[config.mk]
export PLATFORM = sky130hd
export DESIGN_NAME = nb_delta_stage
export DESIGN_NICKNAME = d
export VERILOG_FILES = /design/src/rtl/nb_delta_stage.sv
export SDC_FILE = /design/constraint.sdc
export NUM_CORES = 1
export LEC_CHECK = 0
export ABC_AREA = 1
export CAP_MARGIN = 20
export CORE_ASPECT_RATIO = 0.9
export CORE_MARGIN = 2
export CORE_UTILIZATION = 40
export CTS_CLUSTER_DIAMETER = 150
export DETAILED_ROUTE_END_ITERATION = 6
export SKIP_LAST_GASP = 1
export SYNTH_ARGS = -nofsm -noshare
export SYNTH_HDL_FRONTEND = slang
export SYNTH_SLANG_ARGS = --single-unit
[constraint.sdc]
create_clock -name clk_i -period 2.05 [get_ports clk_i]
set_input_delay 0.205 -clock clk_i [delete_from_list [all_inputs] [get_ports clk_i]]
set_output_delay 0.205 -clock clk_i [all_outputs]
set_load 0.005 [all_outputs]
[src/rtl/nb_delta_stage.sv]
// -----------------------------------------------------------------------------
// nb_delta_stage
//
// Purpose:
//   Consumer stage for a free-running incrementing counter. Each accepted sample
//   is compared with the previously accepted one. The stage produces the
//   modular delta, a wrap-around flag, a first-sample flag and an error flag.
//   The error flag is set when the delta differs from the expected STEP.
//   Results are queued in a 2-entry ready/valid buffer: E0 is the head that
//   drives out_*, and E1 is a skid entry. The producer is stalled only when
//   both entries are full.
//
// Parameters:
//   WIDTH  bit width of the sample, out_data_o and out_delta_o
//   STEP   expected increment between consecutive accepted samples (mod 2^WIDTH)
//
// Ports:
//   clk_i        clock, all state updates on the rising edge
//   rst_i        asynchronous active-high reset
//   in_valid_i   producer presents in_data_i
//   in_data_i    sampled counter value
//   in_ready_o   stage can accept (depends on buffer state only)
//   out_valid_o  head entry valid
//   out_ready_i  consumer takes the head entry
//   out_data_o   accepted sample held in the head entry
//   out_delta_o  (sample - previous sample) mod 2^WIDTH, 0 for the first sample
//   out_wrap_o   sample < previous sample (the counter wrapped)
//   out_first_o  first sample accepted since reset
//   out_err_o    delta differs from STEP (never set on the first sample)
// -----------------------------------------------------------------------------
module nb_delta_stage #(
   parameter int unsigned WIDTH = 8,
   parameter int unsigned STEP  = 1
) (
   input  logic             clk_i,
   input  logic             rst_i,
   // producer side
   input  logic             in_valid_i,
   input  logic [WIDTH-1:0] in_data_i,
   output logic             in_ready_o,
   // consumer side
   output logic             out_valid_o,
   input  logic             out_ready_i,
   output logic [WIDTH-1:0] out_data_o,
   output logic [WIDTH-1:0] out_delta_o,
   output logic             out_wrap_o,
   output logic             out_first_o,
   output logic             out_err_o
);

   // STEP is reduced to the sample width, so the step comparison is modular.
   localparam logic [WIDTH-1:0] StepW = WIDTH'(STEP);

   typedef struct packed {
      logic [WIDTH-1:0] data;
      logic [WIDTH-1:0] delta;
      logic             wrap;
      logic             first;
      logic             err;
   } result_t;

   typedef enum logic [1:0] {
      StEmpty = 2'd0,
      StOne   = 2'd1,
      StTwo   = 2'd2
   } state_e;

   // ---------------------------------------------------------------------------
   // State
   // ---------------------------------------------------------------------------
   state_e           state_q, state_d;
   result_t          e0_q, e0_d;       // head entry, drives out_*
   result_t          e1_q, e1_d;       // skid entry, only meaningful in StTwo
   logic [WIDTH-1:0] prev_q, prev_d;
   logic             have_prev_q, have_prev_d;

   // ---------------------------------------------------------------------------
   // Handshakes
   // ---------------------------------------------------------------------------
   logic accept;
   logic pop;

   // in_ready depends on the registered state only. This keeps the input
   // handshake free of any combinational path from out_ready_i.
   assign in_ready_o  = (state_q != StTwo);
   assign out_valid_o = (state_q != StEmpty);

   assign accept = in_valid_i & in_ready_o;
   assign pop    = out_valid_o & out_ready_i;

   // ---------------------------------------------------------------------------
   // Delta computation for the sample being offered
   // ---------------------------------------------------------------------------
   result_t          res;
   logic [WIDTH-1:0] raw_delta;

   assign raw_delta = in_data_i - prev_q;

   always_comb begin
      res       = '0;
      res.data  = in_data_i;
      res.first = ~have_prev_q;
      if (have_prev_q) begin
         res.delta = raw_delta;
         res.wrap  = (in_data_i < prev_q);
         res.err   = (raw_delta != StepW);
      end
   end

   // Only a real transfer moves the reference sample. Offers that are stalled
   // or not valid leave prev untouched.
   always_comb begin
      prev_d      = prev_q;
      have_prev_d = have_prev_q;
      if (accept) begin
         prev_d      = in_data_i;
         have_prev_d = 1'b1;
      end
   end

   // ---------------------------------------------------------------------------
   // Output buffer FSM
   // ---------------------------------------------------------------------------
   always_comb begin
      state_d = state_q;
      e0_d    = e0_q;
      e1_d    = e1_q;
      unique case (state_q)
         StEmpty: begin
            if (accept) begin
               e0_d    = res;
               state_d = StOne;
            end
         end
         StOne: begin
            if (accept && pop) begin
               // Head leaves and the new result replaces it in the same cycle.
               e0_d = res;
            end else if (accept) begin
               e1_d    = res;
               state_d = StTwo;
            end else if (pop) begin
               state_d = StEmpty;
            end
         end
         StTwo: begin
            // in_ready_o is low here, so only a pop can occur.
            if (pop) begin
               e0_d    = e1_q;
               state_d = StOne;
            end
         end
         default: begin
            state_d = StEmpty;
         end
      endcase
   end

   always_ff @(posedge clk_i or posedge rst_i) begin
      if (rst_i) begin
         state_q     <= StEmpty;
         e0_q        <= '0;
         e1_q        <= '0;
         prev_q      <= '0;
         have_prev_q <= 1'b0;
      end else begin
         state_q     <= state_d;
         e0_q        <= e0_d;
         e1_q        <= e1_d;
         prev_q      <= prev_d;
         have_prev_q <= have_prev_d;
      end
   end

   // ---------------------------------------------------------------------------
   // Outputs come straight from the registered head entry
   // ---------------------------------------------------------------------------
   assign out_data_o  = e0_q.data;
   assign out_delta_o = e0_q.delta;
   assign out_wrap_o  = e0_q.wrap;
   assign out_first_o = e0_q.first;
   assign out_err_o   = e0_q.err;

   // ---------------------------------------------------------------------------
   // Protocol properties
   // ---------------------------------------------------------------------------
   // A stalled head must hold its value and stay valid.
   property p_head_stable;
      @(posedge clk_i) disable iff (rst_i)
         (out_valid_o && !out_ready_i) |=> (out_valid_o && $stable(e0_q));
   endproperty
   a_head_stable : assert property (p_head_stable);

   // The buffer never takes a sample while both entries are occupied.
   property p_no_accept_full;
      @(posedge clk_i) disable iff (rst_i)
         (state_q == StTwo) |-> !accept;
   endproperty
   a_no_accept_full : assert property (p_no_accept_full);

endmodule

# Word level (Yosys, flattened, before mapping)
# Index checks and enable logic that the tools add are counted.
# W data, S select, Z words.
# word_totals
register_bits,49
inputBits,12
wordCells,47
out_inout_bits,21
# classes
bitwise,4
n_addsub,1
n_mux,12
n_reduce_logical,7
order_cmp,1
eq_ne,9
# op_table
cell,count
$mux W19,3
$pmux W19 S3,1
$mux W2,5
$ne A2 B2 Y1 const B,5
$mux W9,1
$lt A8 B8 Y1,1
$ne A8 B1 Y1 const B,1
$reduce_and A4 Y1,2
$sub A8 B8 Y8,1
$pmux W2 S3,1
$ne A3 B3 Y1 const B,1
$reduce_and A3 Y1,1
$reduce_bool A3 Y1,1
$and A1 B1 Y1,2
$eq A2 B1 Y1 const B,1
$eq A2 B2 Y1 const B,1
$logic_not A2 Y1,1
$not A1 Y1,2
$reduce_bool A2 Y1,1
$logic_and A1 B1 Y1,1
$mux W1,1

# Depth between registers and ports, before layout
# Gate-level depths: netlist (run 1).
# depth
word_depth,6
mapped_depth,14
mapped_depth_nobuf,14

# Worst setup path before layout (run 1)
# Ideal clock, no wire load.
# synth_timing
kind,flip-flop to flip-flop
startpoint,reg prev_q[0]
endpoint,reg e0_q (netlist bit out_err_o)
path_slack_ns,0.164
path_stages_with_launch,11
arrival_time_ns,1.770
n_path_buf,0
cell_sequence,dfrtp_1 -> ha_1 -> inv_1 -> fa_1 -> or2_2 -> nor2_1 -> nand3_1 -> nor2_1 -> nand3_1 -> nand2_1 -> nand2_1
# synth_between
elab_chain_cells,5
# synth_lines
element,line_no,text
start: declaration,74,"logic [WIDTH-1:0] prev_q, prev_d;"
start signal: assignment,170,prev_q <= prev_d;
$sub A8 B8 Y8 (*),97,assign raw_delta = in_data_i - prev_q;
$ne A8 B1 Y1 (*),106,res.err = (raw_delta != StepW);
$mux W1 (*),103,if (have_prev_q) begin
"$mux W19, on equally long branches","136, 130",
$pmux W19 S3 (*),128,unique case (state_q)
end signal: assignment,162,e0_q <= '0;
end signal: assignment,168,e0_q <= e0_d;
end: declaration,72,"result_t e0_q, e0_d;"
# Mark *: on every way between the ends. The rest lies on a longest branch, timed or not. The select of a mux whose other input is x is not followed.
# A chain may end at the register's enable or synchronous reset.

# Worst setup path after layout (run 1)
# Ends and elaborated chain as after synthesis.

==> results of run 1 <==
## Yosys cell counts (all sizes together)
library cell / instances
inv: 39
ha: 9
xor2: 1
buf: 8
nand3: 16
clkbuf: 3
o31ai: 1
o2111ai: 1
nand2: 90
fa: 1
a21oi: 17
a31oi: 11
nand4: 2
dfrtp: 49
nor2: 32
o21ai: 28
a22o: 3
or2: 1
clkinv: 1
## power groups by stage
stage	Combinational (uW)	Sequential (uW)	Clock, uW
floorplan	677	1490	0
global placement	1280	1490	0
detailed placement	1300	1510	0
CTS	1300	1490	594
global route	1500	1520	631
finish	1310	1480	577
## routing by layer
metal / vias to the layer above / GRT usage / share of wire
met4: 0 / 0.0462 / 0.010
met1: 990 / 0.258 / 0.52
met3: 5 / 0.0281 / 0.022
met2: 33 / 0.278 / 0.44
met5: - / 0 / 0
li1: 1113 / - / -
## area by class of cell
| class | instances | area [sq um] |
|---|---|---|
| Timing Repair Buffer | 57 | 532 |
| Fill cell | 597 | 2920 |
| Tap cell | 72 | 90.1 |
| Clock inverter | 2 | 13.8 |
| Clock buffer | 6 | 72.6 |
| Sequential cell | 49 | 1230 |
| Inverter | 40 | 151 |
| Multi-Input combinational cell | 213 | 1080 |
## worst register-to-register path, delay by kind of cell, from the launching register on
family | cells | cell delay (ps)
flip-flops | 1 | 410
adder cells (fa/ha/maj) | 2 | 620
buffers and inverters | 1 | 80
AND/OR/NAND/NOR | 7 | 720
## kinds of logic after synthesis
logic type | count (synthesis)
flip-flops | 49
XOR/XNOR | 1
AND/OR/NAND/NOR | 141
buffers and inverters | 51
AO/OA/AOI/OAI | 61
adder cells (fa/ha/maj) | 10
## timing repair
item | CTS | global route
buffers inserted | 0 | 1
pin swaps | 2 | 2
gates cloned | 0 | 0
endpoints found under the setup margin | 2 | 2
hold buffers | 0 | 0
gates resized for setup | 2 | 5
## worst min-delay path by stage
stage	slack, ps	endpoint
5_1_grt	280	out_delta_o[1]$_DFFE_PP0P_
3_5_place_dp	460	e1_q[0]$_DFFE_PP0P_
3_3_place_gp	460	e1_q[0]$_DFFE_PP0P_
6_report	250	out_delta_o[1]$_DFFE_PP0P_
2_1_floorplan	320	state_q[1]$_DFFE_PP0P_
4_1_cts	270	out_delta_o[1]$_DFFE_PP0P_
## through the flow
step / setup TNS, ps / area (sq um) / setup WS (ps)
after floorplan: 0 / 2500 / 164
final: 0 / 3160 / 125
after detailed placement: -1110 / 3050 / -357
after global placement: -1010 / 3050 / -332
after global routing: -2.80 / 3160 / -2.80
after CTS: 0 / 3140 / 41.5
## sequential cells by signal (all words and copies together), names as in the netlist
signal	cells
out_data_o	8
out_err_o	1
out_wrap_o	1
out_delta_o	8
out_first_o	1
prev_q	8
e1_q	19
have_prev_q	1
state_q	2
==> impl_metrics.tcl, run 1 <==
set metrics [dict create \
    outcome "finished clean" \
    num_vias 2141 \
    tightest_slew_ps 374 \
    vdd_ir_drop_max_uv 486 \
    final_cells 439 \
    swShare 0.336 \
    drv_cap 0 \
    drt_first_pass_iters 5 \
    grt_max_degree 50 \
    clockBufferDepth 2 \
    cp-start-kind "flop" \
    synth_compound_area_frac 0.138 \
    power_density_mw_per_mm2 1070 \
    cpPeakStageDelay_ps 440 \
    power.switching_uw 1130 \
    fin_skew_ps 7.80 \
    synth_mux_area_frac 0 \
    slowest_stage "fa_2" \
    worstSkewPairLatency_ps 300 \
    cp_num_cells 10 \
    grt_pass1_wl_mm 9.71 \
    critPathMaxFanout 2 \
    post_drt_wl_per_cell_um 13.0 \
    p_leak_uw 0.00158 \
    seqPwrFrac 0.440 \
    area_growth_syn_to_layout_pct 26.7 \
    core_area_sq_mm 0.00608 \
    globalRouteOverflowTotal 0 \
    synth_xor_xnor_area_share 0.00351 \
    die_h_um 79.0 \
    syn_inst 313 \
    arrival_ps 2130 \
    path_clk_slew_ps 100 \
    antenna_found_initial 0 \
    p_total_uw 3370 \
    synth_area_leaders "dfrtp_1 (49%), nand2_1 (13%), inv_1 (5.7%)" \
    ys_types 27 \
    r2r-start "prev_q[0]$_DFFE_PP0P_" \
    fin_nets 388 \
    synthAdderAreaFrac 0.0531 \
    postRouteAntennaNets 0 \
    synth_top_family_by_area "simple AND/OR/NAND/NOR gates" \
    gp_congestion 0.850 \
    synth-simple-area-share 0.229 \
    initial_core_util 0.411 \
    path_common_cell "nand2_1" \
    setup_viol 0 \
    mostFrequentLayoutCell "nand2_1" \
    fmax_mhz 519 \
    relSlewSlack 0.750 \
    layout_common_cells "nand2_1 (89), dfrtp_1 (49), inv_1 (37)" \
    cp.buffers_inverters 1 \
    hold_class "in -> async" \
    avgSynthCellArea_sq_um 7.98 \
    dieArea_sq_mm 0.00689 \
    period_share 0.939 \
    synth_area_sq_mm 0.00250 \
    whs_ps 253 \
    pwr-share-comb 0.388 \
    h-tree-depth 2 \
    crit_path_end_kind "flop" \
    finalHoldViolCount 0 \
    rr_endpoint "out_err_o$_DFFE_PP0P_" \
    finalMaxSlewViolations 0 \
    chipWidth_um 87.3 \
    first_global_vias 2094 \
    cts.sinks 49 \
    worstPathRequired_ps 2260 \
    fp-row-count 27 \
    fin_util 0.520 \
    crit_type "reg -> reg" \
    dr.first_iter.drc_count 115 \
    diodes 0 \
    drive_above_1_share 0.128 \
    crit_path_cell_trace "ha_1 > inv_1 > fa_2 > or2_4 > nor2_4 > nand3_2 > nor2_2 > nand3_1 > nand2_1 > nand2_1" \
    num_io_pins 33 \
    yosys.area.top_type "dfrtp_1" \
    io_buffers 32 \
    startpoint "prev_q[0]$_DFFE_PP0P_" \
    via_per_inst 4.88 \
    cts_root_buf "clkbuf_8" \
    wl_mm 5.69 \
    r2r_setup_slack_ps 120 \
    dp_hpwl_mm 4.17 \
    reg2reg_depth 10 \
    critical_path.top_delay_family "simple AND/OR/NAND/NOR gates" \
    ys_ff_latch 49 \
    grt_use_total 0.178 \
    fin_crit_ps 1930 \
    syn_nets 335 \
    intPower_uw 2240 \
    timing.critical_path.to "out_err_o$_DFFE_PP0P_" \
    netlist.area_leader.share 0.491 \
    seq_area_frac_synth 0.491 \
    dp_cells 430 \
    yosys_warnings 0 \
    p_clk_frac 0.171 \
    numCtsBuffers 5 \
    drc 0 \
    cts_tree "done" \
]
No activity file was read; power rests on OpenSTA's default activity.
==> run 2: changes to the inputs <==
--- a/config.mk
+++ b/config.mk
@@ -13,6 +13,7 @@
 export CTS_CLUSTER_DIAMETER = 150
 export DETAILED_ROUTE_END_ITERATION = 6
 export SKIP_LAST_GASP = 1
+export SLEW_MARGIN = 20
 export SYNTH_ARGS = -nofsm -noshare
 export SYNTH_HDL_FRONTEND = slang
 export SYNTH_SLANG_ARGS = --single-unit
==> results of run 2 <==
Final layout, timing and power as in run 1 (identical DEF).
==> run 3: changes to the inputs <==
--- a/config.mk
+++ b/config.mk
@@ -9,9 +9,10 @@
 export CAP_MARGIN = 20
 export CORE_ASPECT_RATIO = 0.9
 export CORE_MARGIN = 2
-export CORE_UTILIZATION = 40
+export CORE_UTILIZATION = 55
 export CTS_CLUSTER_DIAMETER = 150
 export DETAILED_ROUTE_END_ITERATION = 6
+export PLACE_DENSITY = 0.8
 export SKIP_LAST_GASP = 1
 export SLEW_MARGIN = 20
 export SYNTH_ARGS = -nofsm -noshare
==> constraint.sdc (replaced) <==
create_clock -name clk_i -period 2.2 [get_ports clk_i]
set_input_delay 0.22 -clock clk_i [delete_from_list [all_inputs] [get_ports clk_i]]
set_output_delay 0.22 -clock clk_i [all_outputs]
set_load 0.005 [all_outputs]
==> run 3 against run 2 <==
- cell area is 5.3% lower
- worst setup slack gained 6.7 ps
- global-route usage up 6.6 points
- clock power decreased by 9.7%
- via count fell by 0.23%
- first-iteration DRC count up 37%
- largest cell class unchanged
==> impl_metrics.tcl, run 3 (synthesis results as in run 1) <==
set metrics [dict create \
    outcome "finished clean" \
    worstSkewPairLatency_ps 310 \
    grt_max_degree 31 \
    cts_resized 0 \
    path_clk_slew_ps 90 \
    dp_hpwl_mm 3.88 \
    grt_use_total 0.244 \
    drt_first_pass_iters 4 \
    hold_class "in -> async" \
    fp-row-count 23 \
    p_leak_uw 0.00148 \
    first_global_vias 1964 \
    p_total_uw 3040 \
    rsz0062_at_grt "false" \
    globalRouteOverflowTotal 0 \
    critPathMaxFanout 2 \
    drv_cap 0 \
    chipWidth_um 75.0 \
    relSlewSlack 0.625 \
    num_vias 2136 \
    via_per_inst 5.18 \
    crit_path_end_kind "flop" \
    worstPathRequired_ps 2400 \
    layout_common_cells "nand2_1 (89), dfrtp_1 (49), inv_1 (37)" \
    r2r_setup_slack_ps 170 \
    drive_above_1_share 0.0771 \
    rr_endpoint "out_err_o$_DFFE_PP0P_" \
    diodes 0 \
    crit_type "in -> reg" \
    power_density_mw_per_mm2 1010 \
    place_ws_ps -212 \
    cp-start-kind "primary input" \
    period_share 0.940 \
    numCtsBuffers 5 \
    mostFrequentLayoutCell "nand2_1" \
    tightest_slew_ps 563 \
    timing.final.ws_setup_ps 132 \
    largest_reg_flops 19 \
    wl_mm 5.33 \
    fin_skew_ps 12.3 \
    grt_pass1_wl_mm 9.24 \
    cpPeakStageDelay_ps 470 \
    post_drt_wl_per_cell_um 12.9 \
    fmax_mhz 483 \
    gp_congestion 0.910 \
    arrival_ps 2270 \
    setup_viol 0 \
    cts_root_buf "clkbuf_8" \
    tns_ps 0 \
    slowest_stage "clkdlybuf4s50_1" \
    initial_core_util 0.567 \
    fin_nets 371 \
    num_io_pins 33 \
    clockBufferDepth 2 \
    r2r-start "prev_q[0]$_DFFE_PP0P_" \
    drc 0 \
    postRouteAntennaNets 0 \
    die_h_um 67.9 \
    fin_crit_ps 2070 \
    nFillCells 375 \
    core_area_sq_mm 0.00440 \
    reg2reg_depth 10 \
    hold_buffers 0 \
    dr.first_iter.drc_count 158 \
    finalMaxSlewViolations 0 \
    h-tree-depth 2 \
    vdd_ir_drop_max_uv 596 \
    finalHoldViolCount 0 \
    area_growth_syn_to_layout_pct 20.0 \
    cts_tree "done" \
    dieArea_sq_mm 0.00510 \
    antenna_found_initial 0 \
    regMostFlops "e1_q" \
    cts.sinks 49 \
    io_buffers 32 \
    crit_path_cell_trace "clkdlybuf4s50_1 > inv_1 > ha_1 > inv_1 > fa_1 > or2_2 > nor2_1 > nand3_1 > nor2_2 > nand3_1 > nand2_1 > nand2_1" \
    post_cts_buffers 0 \
]
run 3: worst max-delay path: cells and delay by family:
kind / cells / cell delay, ps
adders and majority gates: 2 / 630
and+or+nand+nor: 7 / 830
buffers and inverters: 3 / 600
run 3: how the worst max path moves through the flow:
stage	startpoint	to	slack, ps	cells past startpoint
after floorplan	prev_q[0]$_DFFE_PP0P_	out_err_o$_DFFE_PP0P_	310	10
after global placement	in_data_i[0]	out_err_o$_DFFE_PP0P_	-160	12
after detailed placement	in_data_i[0]	out_err_o$_DFFE_PP0P_	-210	12
after CTS	in_data_i[0]	out_err_o$_DFFE_PP0P_	110	12
after global routing	in_data_i[0]	out_err_o$_DFFE_PP0P_	9	12
final	in_data_i[0]	out_err_o$_DFFE_PP0P_	130	12
run 3: final cells by class:
class / count / area [sq um] / area share
clock buffer: 6 / 72.6 / 0.0242
clock inverter: 2 / 15.0 / 0.00501
inverter: 40 / 151 / 0.0505
multi-input combinational: 213 / 1060 / 0.354
sequential: 49 / 1230 / 0.409
tap: 62 / 77.6 / 0.0259
timing repair buffer: 40 / 393 / 0.131
run 3: per-stage QoR:
stage | hold slack (ps) | utilization | std cells | cell area (sq um)
floorplan | 331 | - | 313 | 2500
global placement | 462 | 0.660 | 404 | 2910
detailed placement | 469 | 0.660 | 404 | 2910
CTS | 247 | 0.680 | 412 | 2990
global route | 269 | 0.681 | 412 | 3000
finish | 228 | 0.681 | 412 | 3000
run 3: power breakdown:
group | switching [uW] | internal (uW)
Combinational | 559 | 565
Clock | 297 | 224
Sequential | 175 | 1210
run 3: routing by layer:
layer / track usage / part of all wire
met2: 0.382 / 0.46
met3: 0.0427 / 0.059
met4: 0.0781 / 0.014
met1: 0.347 / 0.47
met5: 0 / 0
